--- src/rtl/mmio_uart_tx_pkg.sv ---
// mmio_uart_tx_pkg: definitions shared by the MMIO UART transmitter.
// Register offsets (word index AddressBus[3:2]), STATUS bit positions, the
// ControlBus field layout (shared with the CPU and DataMemory), the bus
// request bundle and the transmit FSM state encoding.
package mmio_uart_tx_pkg;

    // Register word offsets within the 16-byte window
    localparam logic [1:0] REG_TXDATA  = 2'd0;
    localparam logic [1:0] REG_STATUS  = 2'd1;
    localparam logic [1:0] REG_BAUDDIV = 2'd2;

    // STATUS bit positions
    localparam int STB_BUSY      = 0;
    localparam int STB_FULL      = 1;
    localparam int STB_EMPTY     = 2;
    localparam int STB_OVF       = 3;
    localparam int STB_PARITY    = 4;
    localparam int STB_COUNT_LSB = 8;

    // ControlBus field positions
    localparam int CB_MEM_READ  = 1;
    localparam int CB_MEM_WRITE = 2;
    localparam int CB_LOAD_LSB  = 3;
    localparam int CB_LOAD_MSB  = 6;
    localparam int CB_STORE_LSB = 7;
    localparam int CB_STORE_MSB = 10;

    // Decoded CPU access to this responder
    typedef struct packed {
        logic        sel;
        logic        rdEn;
        logic        wrEn;
        logic [1:0]  offset;
        logic [31:0] wdata;
    } busReq_t;

    typedef enum logic [2:0] {
        ST_IDLE   = 3'd0,
        ST_START  = 3'd1,
        ST_DATA   = 3'd2,
        ST_PARITY = 3'd3,
        ST_STOP   = 3'd4
    } txState_t;

endpackage

--- src/rtl/mmio_uart_tx_sync_fifo.sv ---
// sync_fifo: single-clock FIFO with synchronous active-high reset.
// Ports: clk, rst; push/wrData write side; pop/rdData read side
// (rdData shows the head entry combinationally); full, empty, count.
// A push while full is dropped unless a pop happens in the same cycle;
// a pop while empty is ignored. DEPTH must be a power of 2.
module sync_fifo #(
    parameter int DEPTH = 8,
    parameter int WIDTH = 8
) (
    input  logic                     clk,
    input  logic                     rst,
    input  logic                     push,
    input  logic [WIDTH-1:0]         wrData,
    input  logic                     pop,
    output logic [WIDTH-1:0]         rdData,
    output logic                     full,
    output logic                     empty,
    output logic [$clog2(DEPTH):0]   count
);
    localparam int AW = $clog2(DEPTH);
    localparam int CW = AW + 1;
    localparam logic [CW-1:0] FULL_CNT = CW'(DEPTH);

    logic [WIDTH-1:0] mem [DEPTH];
    logic [AW-1:0]    wrPtr;
    logic [AW-1:0]    rdPtr;
    logic             doPush;
    logic             doPop;

    assign full   = (count == FULL_CNT);
    assign empty  = (count == '0);
    assign doPop  = pop && !empty;
    // The slot freed by a simultaneous pop makes room for the push
    assign doPush = push && (!full || doPop);
    assign rdData = mem[rdPtr];

    always_ff @(posedge clk) begin
        if (doPush) begin
            mem[wrPtr] <= wrData;
        end
    end

    always_ff @(posedge clk) begin
        if (rst) begin
            wrPtr <= '0;
            rdPtr <= '0;
            count <= '0;
        end else begin
            if (doPush) wrPtr <= wrPtr + AW'(1);
            if (doPop)  rdPtr <= rdPtr + AW'(1);
            case ({doPush, doPop})
                2'b10:   count <= count + CW'(1);
                2'b01:   count <= count - CW'(1);
                default: count <= count;
            endcase
        end
    end

endmodule

--- src/rtl/mmio_uart_tx.sv ---
// mmio_uart_tx: memory-mapped UART transmitter on the CPU data-memory bus.
// Ports: InputClk, rst (sync, active high); AddressBus/DataIn/ControlBus
// from the CPU; DataOut load data (0 when not selected, OR-mergeable);
// tx serial line (idle high); tx_idle_irq (FIFO empty and FSM idle).
// Registers: +0 TXDATA (W), +4 STATUS (R, W1C overflow), +8 BAUDDIV (R/W).
// Build option: UART_TX_PARITY_EN adds an even-parity bit before STOP
// and sets STATUS[4].
module mmio_uart_tx
    import mmio_uart_tx_pkg::*;
#(
    parameter logic [31:0] BASE_ADDR        = 32'h0000_1000,
    parameter int          FIFO_DEPTH       = 8,
    parameter logic [15:0] DEFAULT_BAUD_DIV = 16'd16
) (
    input  logic        InputClk,
    input  logic        rst,
    input  logic [31:0] AddressBus,
    input  logic [31:0] DataIn,
    output logic [31:0] DataOut,
    input  logic [10:0] ControlBus,
    output logic        tx,
    output logic        tx_idle_irq
);
    localparam int CNT_W = $clog2(FIFO_DEPTH) + 1;
`ifdef UART_TX_PARITY_EN
    localparam logic HAS_PARITY = 1'b1;
`else
    localparam logic HAS_PARITY = 1'b0;
`endif

    busReq_t          req;
    logic             pushReq;
    logic             wrStatus;
    logic             wrBaud;
    logic [31:0]      statusWord;
    logic [15:0]      baudDiv;
    logic             overflow;

    logic             fifoPop;
    logic [7:0]       fifoData;
    logic             fifoFull;
    logic             fifoEmpty;
    logic [CNT_W-1:0] fifoCount;

    txState_t         state, stateNext;
    logic             txReg, txNext;
    logic [15:0]      bitTimer, timerNext;
    logic [15:0]      curDiv, curDivNext;
    logic [2:0]       bitCnt, bitCntNext;
    logic [7:0]       shiftReg, shiftNext;
    logic             irqReg;
    logic             tick;
    logic             loadFrame;
`ifdef UART_TX_PARITY_EN
    logic             parityBit, parityNext;
`endif

    // Width/type qualifiers and sub-word address bits have no meaning here
    logic unusedBits;
    assign unusedBits = ^{ControlBus[CB_STORE_MSB:CB_STORE_LSB],
                          ControlBus[CB_LOAD_MSB:CB_LOAD_LSB], ControlBus[0],
                          AddressBus[1:0], DataIn[31:16]};

    // ---------------- bus decode ----------------
    assign req.sel    = (AddressBus[31:4] == BASE_ADDR[31:4]);
    assign req.rdEn   = ControlBus[CB_MEM_READ];
    assign req.wrEn   = ControlBus[CB_MEM_WRITE];
    assign req.offset = AddressBus[3:2];
    assign req.wdata  = DataIn;

    assign pushReq  = req.sel && req.wrEn && (req.offset == REG_TXDATA);
    assign wrStatus = req.sel && req.wrEn && (req.offset == REG_STATUS);
    assign wrBaud   = req.sel && req.wrEn && (req.offset == REG_BAUDDIV);

    always_comb begin
        statusWord                              = '0;
        statusWord[STB_BUSY]                    = (state != ST_IDLE);
        statusWord[STB_FULL]                    = fifoFull;
        statusWord[STB_EMPTY]                   = fifoEmpty;
        statusWord[STB_OVF]                     = overflow;
        statusWord[STB_PARITY]                  = HAS_PARITY;
        statusWord[STB_COUNT_LSB +: CNT_W]      = fifoCount;
    end

    always_comb begin
        DataOut = '0;
        if (req.sel && req.rdEn) begin
            case (req.offset)
                REG_STATUS:  DataOut = statusWord;
                REG_BAUDDIV: DataOut = {16'h0000, baudDiv};
                default:     DataOut = '0;
            endcase
        end
    end

    always_ff @(posedge InputClk) begin
        if (rst) begin
            baudDiv  <= DEFAULT_BAUD_DIV;
            overflow <= 1'b0;
        end else begin
            // A divisor of 0 would stall the bit timer; clamp to 1
            if (wrBaud) baudDiv <= (req.wdata[15:0] == 16'd0) ? 16'd1 : req.wdata[15:0];
            if (pushReq && fifoFull && !fifoPop)           overflow <= 1'b1;
            else if (wrStatus && req.wdata[STB_OVF])       overflow <= 1'b0;
        end
    end

    sync_fifo #(
        .DEPTH (FIFO_DEPTH),
        .WIDTH (8)
    ) u_fifo (
        .clk    (InputClk),
        .rst    (rst),
        .push   (pushReq),
        .wrData (req.wdata[7:0]),
        .pop    (fifoPop),
        .rdData (fifoData),
        .full   (fifoFull),
        .empty  (fifoEmpty),
        .count  (fifoCount)
    );

    // ---------------- transmit FSM ----------------
    always_ff @(posedge InputClk) begin
        if (rst) begin
            state    <= ST_IDLE;
            txReg    <= 1'b1;
            bitTimer <= '0;
            curDiv   <= DEFAULT_BAUD_DIV;
            bitCnt   <= '0;
            shiftReg <= '0;
            irqReg   <= 1'b1;
`ifdef UART_TX_PARITY_EN
            parityBit <= 1'b0;
`endif
        end else begin
            state    <= stateNext;
            txReg    <= txNext;
            bitTimer <= timerNext;
            curDiv   <= curDivNext;
            bitCnt   <= bitCntNext;
            shiftReg <= shiftNext;
            irqReg   <= fifoEmpty && (state == ST_IDLE);
`ifdef UART_TX_PARITY_EN
            parityBit <= parityNext;
`endif
        end
    end

    // bitTimer counts down from divisor-1; each bit ends on the edge where it is 0
    assign tick = (bitTimer == 16'd0);

    always_comb begin
        stateNext  = state;
        txNext     = txReg;
        timerNext  = bitTimer;
        curDivNext = curDiv;
        bitCntNext = bitCnt;
        shiftNext  = shiftReg;
        fifoPop    = 1'b0;
        loadFrame  = 1'b0;
`ifdef UART_TX_PARITY_EN
        parityNext = parityBit;
`endif
        case (state)
            ST_IDLE: begin
                if (!fifoEmpty) loadFrame = 1'b1;
            end
            ST_START: begin
                if (tick) begin
                    stateNext  = ST_DATA;
                    txNext     = shiftReg[0];
                    timerNext  = curDiv - 16'd1;
                    bitCntNext = 3'd0;
                end else begin
                    timerNext = bitTimer - 16'd1;
                end
            end
            ST_DATA: begin
                if (tick) begin
                    timerNext = curDiv - 16'd1;
                    if (bitCnt == 3'd7) begin
`ifdef UART_TX_PARITY_EN
                        stateNext = ST_PARITY;
                        txNext    = parityBit;
`else
                        stateNext = ST_STOP;
                        txNext    = 1'b1;
`endif
                    end else begin
                        bitCntNext = bitCnt + 3'd1;
                        shiftNext  = {1'b0, shiftReg[7:1]};
                        txNext     = shiftReg[1];
                    end
                end else begin
                    timerNext = bitTimer - 16'd1;
                end
            end
`ifdef UART_TX_PARITY_EN
            ST_PARITY: begin
                if (tick) begin
                    stateNext = ST_STOP;
                    txNext    = 1'b1;
                    timerNext = curDiv - 16'd1;
                end else begin
                    timerNext = bitTimer - 16'd1;
                end
            end
`endif
            ST_STOP: begin
                if (tick) begin
                    // Chain straight into the next start bit when data waits
                    if (!fifoEmpty) loadFrame = 1'b1;
                    else            stateNext = ST_IDLE;
                end else begin
                    timerNext = bitTimer - 16'd1;
                end
            end
            default: begin
                stateNext = ST_IDLE;
                txNext    = 1'b1;
            end
        endcase

        // Frame start: the divisor is captured here so later BAUDDIV
        // writes only affect the following frame.
        if (loadFrame) begin
            fifoPop    = 1'b1;
            shiftNext  = fifoData;
            curDivNext = baudDiv;
            timerNext  = baudDiv - 16'd1;
            txNext     = 1'b0;
            stateNext  = ST_START;
`ifdef UART_TX_PARITY_EN
            parityNext = ^fifoData;
`endif
        end
    end

    assign tx          = txReg;
    assign tx_idle_irq = irqReg;

endmodule

--- config.mk ---
export PLATFORM = sky130hd
export DESIGN_NAME = mmio_uart_tx
export DESIGN_NICKNAME = d
export VERILOG_FILES = /design/src/rtl/mmio_uart_tx_pkg.sv /design/src/rtl/mmio_uart_tx_sync_fifo.sv /design/src/rtl/mmio_uart_tx.sv
export SDC_FILE = /design/constraint.sdc
export NUM_CORES = 1
export LEC_CHECK = 0
export ABC_CLOCK_PERIOD_IN_PS = 3700
export CORE_MARGIN = 2
export CORE_UTILIZATION = 40
export DETAILED_ROUTE_END_ITERATION = 12
export HOLD_SLACK_MARGIN = 0.12
export PLACE_DENSITY = 0.75
export SYNTH_ARGS = -nofsm -noshare
export SYNTH_HDL_FRONTEND = slang
export SYNTH_HIERARCHICAL = 1
export SYNTH_SLANG_ARGS = --single-unit
--- constraint.sdc ---
create_clock -name InputClk -period 3.7 [get_ports InputClk]
set_clock_uncertainty 0.15 [all_clocks]
set_input_delay 0.555 -clock InputClk [delete_from_list [all_inputs] [get_ports InputClk]]
set_output_delay 0.555 -clock InputClk [all_outputs]
set_load 0.01 [all_outputs]
==> results of run 1 <==
-- final timing paths --
check	from	to	depth (start not counted)
worst max-delay path	AddressBus[13]	DataOut[0]	7
worst min-delay path	rst	u_fifo/count[2]	2
worst max register to register	u_fifo/count[0]	u_fifo/count[3]	13
worst min register to register	shiftReg[6]	shiftReg[6]	2
-- worst reg2reg max path, cell delays in order (launching register included) --
cell,delay (ns)
sky130_fd_sc_hd__dfxtp_1,0.46
sky130_fd_sc_hd__or3_1,0.32
sky130_fd_sc_hd__nor2_1,0.16
sky130_fd_sc_hd__or3_1,0.35
sky130_fd_sc_hd__a21o_1,0.23
sky130_fd_sc_hd__inv_2,0.09
sky130_fd_sc_hd__o21ai_2,0.09
sky130_fd_sc_hd__or2_2,0.33
sky130_fd_sc_hd__inv_1,0.09
sky130_fd_sc_hd__ha_1,0.26
sky130_fd_sc_hd__a21oi_1,0.13
sky130_fd_sc_hd__nand2_1,0.11
sky130_fd_sc_hd__or3_1,0.36
sky130_fd_sc_hd__nand4_1,0.09
-- power breakdown --
part           switching [mW]  total, mW  internal, mW
clock                   0.730       1.63         0.900
combinational            1.09       1.88         0.791
sequential              0.127       1.86          1.73
-- kinds of logic (layout without fill, tap and decap cells) --
logic type / count (synthesis) / count (layout) / synth area share
xor+xnor: 42 / 42 / 0.0498
compound gates: 132 / 132 / 0.127
simple gates: 260 / 260 / 0.185
fa+ha+maj: 13 / 13 / 0.0230
flops: 142 / 142 / 0.472
other cells: 1 / 16 / 0.000508
mux: 38 / 38 / 0.0881
buf+inv: 75 / 142 / 0.0551
-- cell type report --
class	count	area, um2	share of cell area
Clock buffer	18	439	0.0498
Clock inverter	14	121	0.0138
Inverter	16	60.1	0.00682
Multi-Input combinational cell	501	3550	0.403
Sequential cell	142	3480	0.395
Tap cell	229	287	0.0325
Timing Repair Buffer	94	868	0.0986
-- through the flow --
step | setup WS, ns | std cells | utilization | hold slack [ns] | power (mW)
2_1_floorplan | 0.0420 | 718 | - | 0.286 | 3.34
3_3_place_gp | 0.205 | 982 | 0.458 | 0.295 | 3.72
3_5_place_dp | 0.162 | 982 | 0.458 | 0.306 | 3.73
4_1_cts | 0.175 | 1014 | 0.489 | 0.291 | 5.36
5_1_grt | 0.0145 | 1014 | 0.489 | 0.304 | 5.65
6_report | 0.202 | 1014 | 0.489 | 0.303 | 5.37
-- flip-flops by register name, indices dropped and copies added, names as in the netlist, named ones only --
register      cells
baudDiv          16
state             3
u_fifo/rdPtr      3
tx                1
bitCnt            3
u_fifo/count      4
tx_idle_irq       1
bitTimer         16
u_fifo/wrPtr      3
shiftReg          8
curDiv           16
overflow          1
u_fifo/mem       64
-- placed cells by master (no fill, tap or decap), types with 3 or more instances in the layout --
master and count:
sky130_fd_sc_hd__a21oi_1 41, sky130_fd_sc_hd__mux2i_1 14, sky130_fd_sc_hd__edfxtp_1 64, sky130_fd_sc_hd__clkdlybuf4s50_1 66
sky130_fd_sc_hd__inv_1 15, sky130_fd_sc_hd__conb_1 16, sky130_fd_sc_hd__mux4_1 16, sky130_fd_sc_hd__and2_1 10
sky130_fd_sc_hd__nand3_1 11, sky130_fd_sc_hd__nor4_1 15, sky130_fd_sc_hd__or4_1 3, sky130_fd_sc_hd__clkbuf_16 17
sky130_fd_sc_hd__inv_6 6, sky130_fd_sc_hd__dfxtp_1 78, sky130_fd_sc_hd__or3_1 9, sky130_fd_sc_hd__a211oi_1 13
sky130_fd_sc_hd__or4b_1 3, sky130_fd_sc_hd__xor2_1 25, sky130_fd_sc_hd__nand3b_1 4, sky130_fd_sc_hd__nor4_2 3
sky130_fd_sc_hd__a22oi_1 24, sky130_fd_sc_hd__inv_8 3, sky130_fd_sc_hd__o22ai_1 4, sky130_fd_sc_hd__nand4_1 9
sky130_fd_sc_hd__o211ai_1 5, sky130_fd_sc_hd__nor3_2 6, sky130_fd_sc_hd__nand2b_1 7, sky130_fd_sc_hd__buf_4 27
sky130_fd_sc_hd__nor2_1 85, sky130_fd_sc_hd__ha_1 12, sky130_fd_sc_hd__nand2_1 65, sky130_fd_sc_hd__o21ai_0 10
sky130_fd_sc_hd__xnor2_1 17, sky130_fd_sc_hd__mux2_2 8, sky130_fd_sc_hd__nor3_1 13
-- routing by layer --
layer,up-vias,GRT usage
li1,2693,-
met1,2675,0.248
met2,146,0.279
met3,21,0.0348
met4,0,0.0584
met5,-,0
==> summary.log, run 1 <==
qor: global_route.antenna_found_initial 0
qor: final_layout.fin_area 8810 um2
qor: pwr.cellPowerDensity 609 nW/um2
qor: worst_setup_path.path_cells clkdlybuf4s50_1 -> nor4b_1 -> nand4_1 -> nor2_1 -> nand3_1 -> a21oi_1 -> clkdlybuf4s50_1
qor: cts.cts_made_buffers 17
qor: global_route.grt_overflow_total 0
qor: synthesis.yosys.cell_count.top_type sky130_fd_sc_hd__nor2_1
qor: route.top_layer_used met4
qor: route.drt_first_pass_iters 5
qor: timing.max_clock_freq 0.286 GHz
qor: status.status finished, final reports clean
qor: synthesis.syn_area_cell 10.5 um2
qor: route.antenna_left 0
qor: placed_design.post-dp-hpwl 11900 um
qor: timing.final_period_minus_worst_setup_slack 3.50 ns
qor: global_route.track_usage 0.178
qor: cts.cts.htree.levels 4
qor: global_route.grt_max_degree 70
qor: route.dr_total_vias 5535
qor: final_layout.syn2layout_area_growth 19.3%
qor: floorplanning.fp.dieH 140 um
qor: floorplanning.boundaryPins 111
qor: timing.grt_setup_unrepaired no
qor: placed_design.gpl.final_weighted_congestion 0.888
qor: synthesis.postSynthRegisterBits 142
qor: synthesis.synth_edf_count 64
qor: global_route.grt_pass1_wl 27600 um
qor: worst_setup_path.critPathMaxStageDelay 0.60 ns
qor: worst_setup_path.cp_launch_type input pin
qor: synthesis.synthTopCellsByArea sky130_fd_sc_hd__edfxtp_1 (26%), sky130_fd_sc_hd__dfxtp_1 (21%), sky130_fd_sc_hd__mux4_1 (5.7%), sky130_fd_sc_hd__nor2_1 (4.3%), sky130_fd_sc_hd__nand2_1 (3.3%)
qor: synthesis.synth_cells 703
qor: pwr.cellLeakagePower 3.09 nW
qor: synthesis.synth_top_area_cell sky130_fd_sc_hd__edfxtp_1
qor: final_layout.nFillCells 1595
qor: worst_setup_path.r2r_setup_slack 0.42 ns
qor: final_layout.antenna-diode-count 0
qor: synthesis.post_synth_instance_area 7390 um2
qor: cts.clock_latency 0.43 ns
qor: final_layout.design.final.nets 862
qor: timing.setup-violations-final 0
qor: job.maxCapViolCount 0
qor: worst_setup_path.cpLargestDelayFamily simple AND/OR/NAND/NOR gates
qor: route.detail_route.wirelength 17400 um
qor: global_route.first_global_vias 5162
qor: floorplanning.design.core.area 18000 um2
qor: route.drt-wirelength-per-cell 17.1 um
qor: worst_setup_path.worstPathBufferInverterCount 2
qor: floorplanning.die_area 19600 um2
qor: synthesis.post_synth_most_frequent_cells sky130_fd_sc_hd__nor2_1 (85), sky130_fd_sc_hd__dfxtp_1 (78), sky130_fd_sc_hd__nand2_1 (65)
qor: timing.timing_hold_violations_final 0
qor: cts.quantity_of_gates_resized_following_cts 0
qor: cts.cts-hold-fix-buffers 0
qor: route.number_of_remaining_drc_errors 0
qor: route.vias_per_cell 5.46
qor: worst_setup_path.cpMostUsedCell sky130_fd_sc_hd__clkdlybuf4s50_1
qor: worst_setup_path.critical_path_at 2.79 ns
qor: placed_design.dpl-instance-area 8250 um2
qor: route.drt_first_iter_violations 423
qor: cts.tritoncts done
qor: route.met2_length 8320 um
qor: final_layout.drive_gt1_frac 0.121
qor: synthesis.synth_flop_cell sky130_fd_sc_hd__dfxtp_1
qor: route.wl_met3 795 um
qor: floorplanning.die_width 140 um
qor: cts.clk_transition_reported_paths 0.06 ns
qor: synthesis.synth-warning-count 6
qor: synthesis.synth-seq-area-share 0.472
qor: worst_setup_path.cp_data_required_time 2.99 ns
qor: timing.finalMaxSlewViolations 0
qor: cts.cts.sink_count 142
qor: timing.tns 0 ns
qor: cts.post_cts_buffers 0
qor: cts.cts.root.buffer_cell sky130_fd_sc_hd__clkbuf_16
qor: floorplanning.row_count 49
qor: worst_setup_path.crit_fanout 8
qor: route.wl_met1 7960 um
qor: timing.tightest_slew 0.909 ns
qor: synthesis.post_synth_arst_share 0
qor: timing.final_min_period_over_clock_period 0.945
qor: worst_setup_path.critical_path_class in -> out
qor: pwr.vdd_ir_drop_max 0.462 mV
qor: cts.cts_max_path_buffers 2
qor: floorplanning.initial_core_util 0.410
qor: synthesis.yosys.cell_types.count 75
qor: worst_setup_path.end_kind output pin
qor: worst_setup_path.timing.critical_path.slowest_stage_cell sky130_fd_sc_hd__clkdlybuf4s50_1
qor: min_path.holdCritPathClass in -> reg
qor: timing.worst_slew_margin_rel 0.393
qor: synthesis.synth.top_cell.area_share 0.260
qor: placed_design.place.port_buffers 67
Note: power is estimated with default switching activity, not from simulation.
==> inputs of run 2 (changes only) <==
--- a/config.mk
+++ b/config.mk
@@ -15,3 +15,4 @@
 export SYNTH_HDL_FRONTEND = slang
 export SYNTH_HIERARCHICAL = 1
 export SYNTH_SLANG_ARGS = --single-unit
+export TNS_END_PERCENT = 20
==> results of run 2 <==
The final DEF is identical to that of run 1; final timing and power are the same.
